File: src/rtl/lsu_pkg.sv
// Shared CPU constants for the load/store unit: access-type encodings, LSU FSM states
// and small byte-lane helpers used by the LSU datapath.
package lsu_pkg;

  localparam int unsigned TimeoutDefault = 16;

  localparam logic [2:0] DmWord  = 3'b000;
  localparam logic [2:0] DmHalfS = 3'b001;
  localparam logic [2:0] DmHalfU = 3'b010;
  localparam logic [2:0] DmByteS = 3'b011;
  localparam logic [2:0] DmByteU = 3'b100;

  typedef enum logic [1:0] {StIdle, StBus, StResp} lsu_state_e;

  function automatic logic is_half(input logic [2:0] t);
    return (t == DmHalfS) || (t == DmHalfU);
  endfunction

  function automatic logic is_byte(input logic [2:0] t);
    return (t == DmByteS) || (t == DmByteU);
  endfunction

  // Unknown access codes behave as word accesses.
  function automatic logic misaligned(input logic [2:0] t, input logic [1:0] a);
    if (is_byte(t)) return 1'b0;
    if (is_half(t)) return a[0];
    return a != 2'b00;
  endfunction

  function automatic logic [3:0] byte_en(input logic [2:0] t, input logic [1:0] a);
    if (is_byte(t)) return 4'b0001 << a;
    if (is_half(t)) return a[1] ? 4'b1100 : 4'b0011;
    return 4'b1111;
  endfunction

  function automatic logic [31:0] lane_wdata(input logic [2:0] t, input logic [31:0] d);
    if (is_byte(t)) return {4{d[7:0]}};
    if (is_half(t)) return {2{d[15:0]}};
    return d;
  endfunction

endpackage

File: src/rtl/lsu_if.sv
// Word-wide memory request/acknowledge bus between the LSU (master) and data memory (slave).
interface lsu_if;
  logic        bus_req;
  logic        bus_we;
  logic [31:0] bus_addr;
  logic [3:0]  bus_be;
  logic [31:0] bus_wdata;
  logic        bus_ack;
  logic [31:0] bus_rdata;

  modport master (
    output bus_req, bus_we, bus_addr, bus_be, bus_wdata,
    input  bus_ack, bus_rdata
  );

  modport slave (
    input  bus_req, bus_we, bus_addr, bus_be, bus_wdata,
    output bus_ack, bus_rdata
  );
endinterface

File: src/rtl/lsu_ext.sv
// Load lane selection and sign/zero extension of a raw memory word.
module lsu_ext
  import lsu_pkg::*;
(
  input  logic [2:0]  DMType,
  input  logic [1:0]  addr,
  input  logic [31:0] bus_rdata,
  output logic [31:0] rdata
);

  logic [7:0]  b;
  logic [15:0] h;

  always_comb begin
    b = bus_rdata[{addr, 3'b000} +: 8];
    h = addr[1] ? bus_rdata[31:16] : bus_rdata[15:0];
    case (DMType)
      DmHalfS: rdata = {{16{h[15]}}, h};
      DmHalfU: rdata = {16'h0000, h};
      DmByteS: rdata = {{24{b[7]}}, b};
      DmByteU: rdata = {24'h000000, b};
      default: rdata = bus_rdata;
    endcase
  end

endmodule

File: src/rtl/lsu.sv
// MEM-stage load/store unit: one bus access per instruction, stalls the pipe until done,
// aborts on misaligned addresses or when the bus fails to acknowledge within TIMEOUT cycles.
module lsu
  import lsu_pkg::*;
#(
  parameter int unsigned TIMEOUT = TimeoutDefault
) (
  input  logic        clk,
  input  logic        rst,
  input  logic        mem_valid,
  input  logic        MemRead,
  input  logic        MemWrite,
  input  logic [2:0]  DMType,
  input  logic [31:0] addr,
  input  logic [31:0] wdata,
  output logic [31:0] rdata,
  output logic        done,
  output logic        stall,
  output logic        misalign,
  output logic        bus_err,
  lsu_if.master       bus
);

  localparam int unsigned CntW = $clog2(TIMEOUT + 1);

  lsu_state_e      state_q;
  logic [CntW-1:0] wait_q;
  logic [2:0]      dmtype_q;
  logic [1:0]      addr_lo_q;
  logic            access;
  logic [31:0]     ext_rdata;

  assign access = mem_valid & (MemRead | MemWrite);
  assign stall  = access & ~done;

  lsu_ext u_ext (
    .DMType    (dmtype_q),
    .addr      (addr_lo_q),
    .bus_rdata (bus.bus_rdata),
    .rdata     (ext_rdata)
  );

  always_ff @(posedge clk or posedge rst) begin
    if (rst) begin
      state_q       <= StIdle;
      wait_q        <= '0;
      dmtype_q      <= DmWord;
      addr_lo_q     <= 2'b00;
      rdata         <= '0;
      done          <= 1'b0;
      misalign      <= 1'b0;
      bus_err       <= 1'b0;
      bus.bus_req   <= 1'b0;
      bus.bus_we    <= 1'b0;
      bus.bus_addr  <= '0;
      bus.bus_be    <= '0;
      bus.bus_wdata <= '0;
    end else begin
      done     <= 1'b0;
      misalign <= 1'b0;
      bus_err  <= 1'b0;
      unique case (state_q)
        StIdle: begin
          if (access) begin
            dmtype_q  <= DMType;
            addr_lo_q <= addr[1:0];
            wait_q    <= '0;
            if (misaligned(DMType, addr[1:0])) begin
              state_q  <= StResp;
              done     <= 1'b1;
              misalign <= 1'b1;
              rdata    <= '0;
            end else begin
              state_q       <= StBus;
              bus.bus_req   <= 1'b1;
              // A simultaneous read and write request is treated as a load.
              bus.bus_we    <= MemWrite & ~MemRead;
              bus.bus_addr  <= {addr[31:2], 2'b00};
              bus.bus_be    <= byte_en(DMType, addr[1:0]);
              bus.bus_wdata <= lane_wdata(DMType, wdata);
            end
          end
        end
        StBus: begin
          if (bus.bus_ack) begin
            state_q     <= StResp;
            bus.bus_req <= 1'b0;
            done        <= 1'b1;
            rdata       <= bus.bus_we ? 32'h0 : ext_rdata;
          end else begin
            wait_q <= wait_q + 1'b1;
            if (wait_q == CntW'(TIMEOUT - 1)) begin
              state_q     <= StResp;
              bus.bus_req <= 1'b0;
              done        <= 1'b1;
              bus_err     <= 1'b1;
              rdata       <= '0;
            end
          end
        end
        StResp: begin
          state_q <= StIdle;
          wait_q  <= '0;
          rdata   <= '0;
        end
        default: state_q <= StIdle;
      endcase
    end
  end

endmodule

File: src/flat_wrapper.sv
// flat-port wrapper written by rule: the top's interface ports become plain ports
module lsu_flat import lsu_pkg::*;
#(
  parameter int unsigned TIMEOUT = TimeoutDefault
)
  (clk, rst, mem_valid, MemRead, MemWrite, DMType, addr, wdata, rdata, done, stall, misalign, bus_err, bus_bus_req, bus_bus_we, bus_bus_addr, bus_bus_be, bus_bus_wdata, bus_bus_ack, bus_bus_rdata);
  lsu_if bus_i ();
  input  logic clk;
  input  logic rst;
  input  logic mem_valid;
  input  logic MemRead;
  input  logic MemWrite;
  input  logic [2:0] DMType;
  input  logic [31:0] addr;
  input  logic [31:0] wdata;
  output logic [31:0] rdata;
  output logic done;
  output logic stall;
  output logic misalign;
  output logic bus_err;
  output wire logic [$bits(bus_i.bus_req)-1:0] bus_bus_req;
  output wire logic [$bits(bus_i.bus_we)-1:0] bus_bus_we;
  output wire logic [$bits(bus_i.bus_addr)-1:0] bus_bus_addr;
  output wire logic [$bits(bus_i.bus_be)-1:0] bus_bus_be;
  output wire logic [$bits(bus_i.bus_wdata)-1:0] bus_bus_wdata;
  input wire logic [$bits(bus_i.bus_ack)-1:0] bus_bus_ack;
  input wire logic [$bits(bus_i.bus_rdata)-1:0] bus_bus_rdata;
  assign bus_bus_req = bus_i.bus_req;
  assign bus_bus_we = bus_i.bus_we;
  assign bus_bus_addr = bus_i.bus_addr;
  assign bus_bus_be = bus_i.bus_be;
  assign bus_bus_wdata = bus_i.bus_wdata;
  assign bus_i.bus_ack = bus_bus_ack;
  assign bus_i.bus_rdata = bus_bus_rdata;
  lsu #(.TIMEOUT(TIMEOUT)) u_core (.clk(clk), .rst(rst), .mem_valid(mem_valid), .MemRead(MemRead), .MemWrite(MemWrite), .DMType(DMType), .addr(addr), .wdata(wdata), .rdata(rdata), .done(done), .stall(stall), .misalign(misalign), .bus_err(bus_err), .bus(bus_i));
endmodule
File: config.mk
export PLATFORM = sky130hd
export DESIGN_NAME = lsu_flat
export DESIGN_NICKNAME = d
export VERILOG_FILES = /design/src/rtl/lsu_pkg.sv /design/src/rtl/lsu_if.sv /design/src/rtl/lsu_ext.sv /design/src/rtl/lsu.sv /design/src/flat_wrapper.sv
export SDC_FILE = /design/constraint.sdc
export NUM_CORES = 1
export LEC_CHECK = 0
export CAP_MARGIN = 20
export CORE_MARGIN = 2
export CORE_UTILIZATION = 39
export CTS_BUF_LIST = sky130_fd_sc_hd__clkbuf_8
export CTS_CLUSTER_SIZE = 40
export DETAILED_ROUTE_END_ITERATION = 12
export GPL_TIMING_DRIVEN = 0
export HOLD_SLACK_MARGIN = 0.02
export PLACE_DENSITY = 0.71
export SKIP_CTS_REPAIR_TIMING = 1
export SYNTH_ARGS = -nofsm -noshare
export SYNTH_HDL_FRONTEND = slang
export SYNTH_HIERARCHICAL = 1
export SYNTH_SLANG_ARGS = --single-unit
File: constraint.sdc
create_clock -name clk -period 6.4 [get_ports clk]
set_clock_uncertainty 0.2 [all_clocks]
set_input_delay 1.28 -clock clk [delete_from_list [all_inputs] [get_ports clk]]
set_output_delay 1.28 -clock clk [all_outputs]
set_load 0.02 [all_outputs]
==> flow_summary.toml, run 1 <==
[cells_and_area]
seq_area_um2 = 2880
area_growth_syn_to_layout_pct = 44.7
n_fill_cell = 1297
instances_no_fill = 980
drive_above_1_share_pct = 14.8
nets = 886
multi_input_area_um2 = 2820
layout_commonest_cell = "clkdlybuf4s50_1"
final_cell_mix = "clkdlybuf4s50_1, dfrtp_1, o21ai_0"
diodes = 0
final_util_pct = 57.6

[power]
intPower_w = 0.00210
p_leak_nw = 3.78
powerDensity_nw_per_um2 = 385
p_switching_w = 0.00125
p_total_w = 0.00336
vdd_drop_max_uv = 266
seq_power_share_pct = 33.3
clock_power_share_pct = 19.0
combPwrFrac_pct = 47.7
p_sw_share_pct = 37.3

[timing]
period_share_pct = 65.2
fmaxAchievable_ghz = 0.240
final_max_slew_viol_count = 0
slew_headroom_pct = 38.7
setup-violations-final = 0
period_minus_slack_ps = 4170
timing.final.hold_violations = 0
fin_setup_tns_ps = 0
worst_pin_slew_ps = 912
rsz0062_at_grt = "no"
layout_setup_ws_ps = 2230

[yosys]
syn_avg_cell_area_um2 = 10.9
synth_cell_types = 62
synth_flop_cell = "dfrtp_1"
synthesis.instances = 552
synth_edf_count = 0
ys_seq_area_share_pct = 47.8
netlist_area_um2 = 6020
ys_ff_latch = 115
synthArstFlopShare_pct = 100
synth-warning-count = 6

[cts]
numClockSinks = 115
cts.htree.levels = 4
ctsRootBufferMaster = "clkbuf_8"
insertion_delay_ps = 430
clk_pin_slew_ps = 60
cts_tree = "built"
clock_path_buffers = 2
cts_buffers = 17

[critical_path]
r2r_end = "u_core/bus.bus_wdata[24]"
worstSetupPathType = "in2out"
r2r_start = "u_core/state_q[0]"
required_ps = 4920
worst-r2r-cell-count = 6
worst-path-max-fanout = 3
ff2ff_setup_slack_ps = 3920
cp-end-kind = "primary output"
critPathLaunch = "MemWrite"
critPathLaunchType = "input pin"
critPathCapture = "stall"
crit_arrival_ps = 2690

[drt]
wl_per_cell_um = 18.9
drc = 0
dr.first_iter.drc_count = 374
vias = 5431
wirelength_mm = 18.5
dr.pass1.iters = 5
highest_layer = "met4"
viasPerCell = 5.54
dr_wl_met2_mm = 8.68
ant_nets = 0
wl_met1_mm = 7.61
wl_met3_mm = 1.85

[die]
ios = 211
die_y_um = 128
design.die.area_um2 = 16500
die_x_um = 128
start_util_pct = 39.8
num_rows = 45
core-area_um2 = 15100

[place]
place_hpwl_mm = 13.7
io_buffers = 206
pre_cts_ws_ps = 2230
dp.cells = 948
gp_congestion = 0.875

[grt]
overflow = 0
grt_usage_pct = 22.9
grt_pass1_vias = 5634
antenna_found_initial = 0
grt_pass1_wl_mm = 29.4
grt_max_degree = 74

[job]
drv_cap = 0

[min_path]
min_path_type = "reg2reg"

[outcome]
status = "finished clean"
Yosys cell counts (6+ instances only):
cell      instances  area, um^2
nand2b_1          6        37.5
inv_1            24        90.1
a21boi_0          7        52.6
nor3_1           10        50.1
a22o_1           33         289
mux2i_1          33         330
nor2_1           20        75.1
nor3b_1          10        75.1
a21o_1           12        90.1
dfrtp_1         115        2880
nand2_1          23        86.3
o21ai_0          60         300
a221oi_1          7        61.3
o221ai_1         12         105
a211oi_1          7        52.6
nor2b_1           8        50.1
a21o_2            6        52.6
a21oi_1          12        60.1
maj3_1           10         100
mux2_2           44         495
clkbuf_1         18        67.6
buf_2            12        60.1
per-stage QoR:
step,cell area (um^2),hold WS [ps]
2_1_floorplan,6030,251
3_3_place_gp,8330,272
3_5_place_dp,8350,285
4_1_cts,8720,301
5_1_grt,8720,323
6_report,8720,285
cell type report:
type | instances | share of cell area, %
Tap cell | 188 | 2.70
Buffer | 43 | 2.71
Sequential cell | 115 | 33.0
Clock buffer | 18 | 2.84
Inverter | 24 | 1.06
Clock inverter | 14 | 1.42
Timing Repair Buffer | 207 | 23.9
Multi-Input combinational cell | 371 | 32.4
sequential cells by signal (all words and copies together), names as in the netlist, 2 cells and up:
signal and count:
u_core/rdata 32, u_core/state_q 2, u_core/bus.bus_addr 30, u_core/bus.bus_be 4, u_core/wait_q 5, u_core/bus.bus_wdata 32, u_core/addr_lo_q 2, u_core/dmtype_q 3
routing by layer:
metal / vias up / global-route usage, %
li1: 2488 / -
met1: 2652 / 28.3
met2: 267 / 36.8
met3: 24 / 9.31
met4: 0 / 7.18
met5: - / 0
how the worst min path moves through the flow:
stage / startpoint / to / slack (ps) / cells past startpoint
final: u_core/dmtype_q[2] / u_core/dmtype_q[2] / 290 / 2
after detailed placement: u_core/dmtype_q[2] / u_core/dmtype_q[2] / 290 / 2
after global routing: u_core/addr_lo_q[0] / u_core/addr_lo_q[0] / 320 / 2
after CTS: u_core/dmtype_q[2] / u_core/dmtype_q[2] / 300 / 2
after floorplan: u_core/dmtype_q[2] / u_core/dmtype_q[2] / 250 / 2
after global placement: u_core/bus.bus_addr[29] / u_core/bus.bus_addr[29] / 270 / 1
power by group through the flow:
| stage | clock network [W] | logic (W) | registers [W] |
|---|---|---|---|
| 2_1_floorplan | 0 | 0.000596 | 0.00139 |
| 3_3_place_gp | 0 | 0.00157 | 0.00112 |
| 3_5_place_dp | 0 | 0.00159 | 0.00113 |
| 4_1_cts | 0.000655 | 0.00160 | 0.00112 |
| 5_1_grt | 0.000696 | 0.00171 | 0.00115 |
| 6_report | 0.000636 | 0.00160 | 0.00112 |
cell families after synthesis:
kind of cell | Yosys count | share of synthesized area (%)
simple gates | 99 | 9.26
flops | 115 | 47.8
buf+inv | 67 | 5.42
xor+xnor | 2 | 0.415
fa+ha+maj | 12 | 2.08
other cells | 1 | 0.0622
mux | 80 | 14.5
compound gates | 176 | 20.5
critical path: stages:
cell and delay [ps]:
clkdlybuf4s50_1 510, o21ai_0 160, nor2_1 130, clkdlybuf4s50_1 610
No activity file was read; power rests on OpenSTA's default activity.
==> run 2: changes to the inputs <==
Settings changed: PLACE_DENSITY 0.71 to 0.74.
Clock period 6.4 ns to 3.7 ns, I/O delays scaled along.
==> flow_summary.toml, run 2 (synthesis results as in run 1) <==
[outcome]
status = "finished clean"

[timing]
final_max_slew_viol_count = 0
slew_headroom_pct = 48.6
period_minus_slack_ps = 3090
setup-violations-final = 0
fin_setup_tns_ps = 0
timing.final.hold_violations = 0
layout_setup_ws_ps = 605
fmaxAchievable_ghz = 0.323
rsz0062_at_grt = "no"
worst_pin_slew_ps = 765
period_share_pct = 83.6

[job]
drv_cap = 0

[drt]
wirelength_mm = 18.2
wl_per_cell_um = 18.6
dr_wl_met2_mm = 8.65
dr.first_iter.drc_count = 332
viasPerCell = 5.52
wl_met3_mm = 1.96
dr.pass1.iters = 5
ant_nets = 0
vias = 5416
wl_met1_mm = 7.25
highest_layer = "met4"
drc = 0

[critical_path]
cp-end-kind = "primary output"
worstSetupPathType = "in2out"
worst-path-max-fanout = 3
required_ps = 2760
cp_num_buf_inv = 2
crit_slowest_cell = "clkdlybuf4s50_1"
critPathLaunchType = "input pin"
crit_top_cell = "clkdlybuf4s50_1"
crit_arrival_ps = 2150
cpLargestDelayFamily = "buffers and inverters"
crit_chain = "clkdlybuf4s50_1, o21ai_0, nor2_1, clkdlybuf4s50_1"
slowest_delay_ps = 630

[grt]
grt_pass1_vias = 5391
grt_usage_pct = 22.3
overflow = 0
grt_max_degree = 44
antenna_found_initial = 0
grt_pass1_wl_mm = 28.4

[cells_and_area]
nets = 887
diodes = 0
area_growth_syn_to_layout_pct = 45.8
drive_above_1_share_pct = 15.0
top_regs = "u_core/bus.bus_wdata: 32 flops, u_core/rdata: 32 flops, u_core/bus.bus_addr: 30 flops"
final_util_pct = 58.0
final_cell_mix = "clkdlybuf4s50_1, dfrtp_1, o21ai_0"
layout_commonest_cell = "clkdlybuf4s50_1"

[cts]
cts.htree.levels = 4
clock_path_buffers = 2
numClockSinks = 115
cts_tree = "built"
cts_buffers = 17
clk_pin_slew_ps = 70
insertion_delay_ps = 440
ctsRootBufferMaster = "clkbuf_8"

[place]
pre_cts_ws_ps = 376
gp_congestion = 0.903
place_hpwl_mm = 13.8
io_buffers = 206

[die]
die_x_um = 128
core-area_um2 = 15100
die_y_um = 128
num_rows = 45
start_util_pct = 39.8
design.die.area_um2 = 16500
ios = 211

[min_path]
min_path_type = "reg2reg"

[power]
vdd_drop_max_uv = 396
p_leak_nw = 3.80
p_total_w = 0.00591
powerDensity_nw_per_um2 = 673
==> run 2: layout make-up <==
type                            instances  area, um^2
Timing Repair Buffer                  208        2100
Multi-Input combinational cell        371        2820
Sequential cell                       115        2880
Clock buffer                           20         275
Fill cell                            1254        6360
Clock inverter                         12         139
Buffer                                 43         236
Inverter                               24        93.8
Tap cell                              188         235
==> run 2: path summary, 6_finish.rpt <==
check | start | end | slack (ps) | depth (start not counted)
max | MemWrite | stall | 610 | 4
min | u_core/dmtype_q[2] | u_core/dmtype_q[2] | 280 | 2
max reg2reg | u_core/state_q[0] | u_core/bus.bus_addr[27] | 1210 | 6
min reg2reg | u_core/dmtype_q[2] | u_core/dmtype_q[2] | 280 | 2
max in group asynchronous | rst | u_core/bus.bus_wdata[6] | 1790 | 4
min in group asynchronous | rst | u_core/rdata[31] | 570 | 2
==> run 2: metrics by stage <==
step                hold slack [ps]  cell area, um^2  std cells
global route                    314             8780        981
detailed placement              272             8370        949
floorplan                       251             6030        553
global placement                271             8330        947
CTS                             288             8780        981
finish                          277             8780        981
==> run 2: power by group <==
part / internal [W] / switching, W
Clock: 0.000710 / 0.000516
Combinational: 0.00136 / 0.00139
Sequential: 0.00168 / 0.000252
==> run 2: metal layers <==
layer / GRT usage [%] / up-vias
li1: - / 2487
met1: 27.8 / 2611
met2: 35.5 / 289
met3: 8.01 / 29
met4: 8.60 / 0
met5: 0 / -
==> run 2: worst min-delay path: cells and delay by family, from the launching register on <==
kind,cells,cell delay [ps]
flip-flops,1,340
AND/OR/NAND/NOR,1,40
AO/OA/AOI/OAI,1,50
==> run 3: changes to the inputs <==
Settings changed: PLACE_DENSITY 0.74 to 0.71.
Clock period 3.7 ns to 2.9 ns, I/O delays scaled along.
==> flow_summary.toml, run 3 (synthesis results as in run 1) <==
[cts]
insertion_delay_ps = 430
numClockSinks = 115
clock_path_buffers = 2
cts_buffers = 17
clk_pin_slew_ps = 70
cts_tree = "built"
cts.htree.levels = 4
ctsRootBufferMaster = "clkbuf_8"

[cells_and_area]
top_regs = "u_core/bus.bus_wdata: 32 flops, u_core/rdata: 32 flops, u_core/bus.bus_addr: 30 flops"
diodes = 0
final_cell_mix = "clkdlybuf4s50_1, dfrtp_1, o21ai_0"
drive_above_1_share_pct = 14.9
stdcell_area_um2 = 8820
area_growth_syn_to_layout_pct = 46.4
nets = 887
final_util_pct = 58.2
layout_commonest_cell = "clkdlybuf4s50_1"

[drt]
dr.pass1.iters = 5
wirelength_mm = 18.4
drc = 0
dr.first_iter.drc_count = 383
ant_nets = 0
wl_per_cell_um = 18.8
viasPerCell = 5.45
vias = 5350

[place]
pre_cts_ws_ps = -285
place_area_um2 = 8370
gp_congestion = 0.891
place_hpwl_mm = 13.8
io_buffers = 206

[timing]
final_max_slew_viol_count = 0
worst_pin_slew_ps = 830
layout_setup_ws_ps = 139
slew_headroom_pct = 44.2
fmaxAchievable_ghz = 0.362
setup-violations-final = 0
whs_ps = 292
rsz0062_at_grt = "no"
period_minus_slack_ps = 2760
period_share_pct = 95.2
timing.final.hold_violations = 0

[die]
num_rows = 45
design.die.area_um2 = 16500
ios = 211
core-area_um2 = 15100
die_x_um = 128
die_y_um = 128
start_util_pct = 39.8

[grt]
overflow = 0
grt_usage_pct = 23.0
grt_max_degree = 42
antenna_found_initial = 1
grt_pass1_wl_mm = 29.5
grt_pass1_vias = 5567

[power]
powerDensity_nw_per_um2 = 874
p_leak_nw = 3.82
vdd_drop_max_uv = 461

[job]
drv_cap = 0

[critical_path]
crit_cells = 6
crit_arrival_ps = 2880
worst-r2r-cell-count = 6
cp-end-kind = "flop"
required_ps = 3020
critPathLaunchType = "input pin"
crit_slowest_cell = "clkdlybuf4s50_1"
ff2ff_setup_slack_ps = 340
slowest_delay_ps = 510
cpLargestDelayFamily = "simple AND/OR/NAND/NOR gates"
crit_chain = "clkdlybuf4s50_1, nor3b_1, a2111oi_4, nor2_1, buf_2, mux2_2"
worst-path-max-fanout = 10
cp_num_buf_inv = 2
worstSetupPathType = "in2reg"

[outcome]
status = "finished clean"

[min_path]
holdPathStages = 2
min_path_type = "reg2reg"
-- run 3: changes by cell type in the layout (fill, tap and decap cells not counted), sizes merged --
cell	previous run	this run
bufinv	3	5
clkbuf	40	39
clkinv	6	3
clkinvlp	1	2
inv	26	27
-- run 3: cell type report --
class	instances	area (um^2)
Buffer	43	236
Clock buffer	19	262
Clock inverter	13	191
Fill cell	1257	6320
Inverter	24	93.8
Multi-Input combinational cell	371	2820
Sequential cell	115	2880
Tap cell	188	235
Timing Repair Buffer	208	2100
-- run 3: tightest hold or removal path, stage by stage (launching register included) --
cell and delay, ps:
dfrtp_1 350, nand2_1 50, o21ai_0 60
-- run 3: path summary, 6_finish.rpt --
kind / start / to
max: DMType[2] / u_core/bus.bus_wdata[26]
min: u_core/dmtype_q[2] / u_core/dmtype_q[2]
max reg2reg: u_core/state_q[0] / u_core/bus.bus_wdata[26]
min reg2reg: u_core/dmtype_q[2] / u_core/dmtype_q[2]
max in group asynchronous: rst / u_core/bus.bus_wdata[7]
min in group asynchronous: rst / u_core/rdata[26]
-- run 3: per-stage QoR --
stage	TNS, ps	instances	total power (W)
after floorplan	0	553	0.00439
after global placement	-51740	947	0.00593
after detailed placement	-14020	949	0.00602
after CTS	0	981	0.00777
after global routing	0	981	0.00814
final	0	981	0.00771
-- run 3: power breakdown --
group / switching (W) / internal [W]
registers: 0.000329 / 0.00214
clock network: 0.000661 / 0.00105
logic: 0.00179 / 0.00174
-- run 3: per-layer routing --
layer | part of all wire, % | vias up | track usage [%]
met5 | 0.071 | - | 0
met3 | 9.5 | 24 | 8.64
met1 | 42 | 2590 | 29.0
met2 | 47 | 249 | 36.2
met4 | 1.6 | 2 | 8.47
li1 | - | 2485 | -
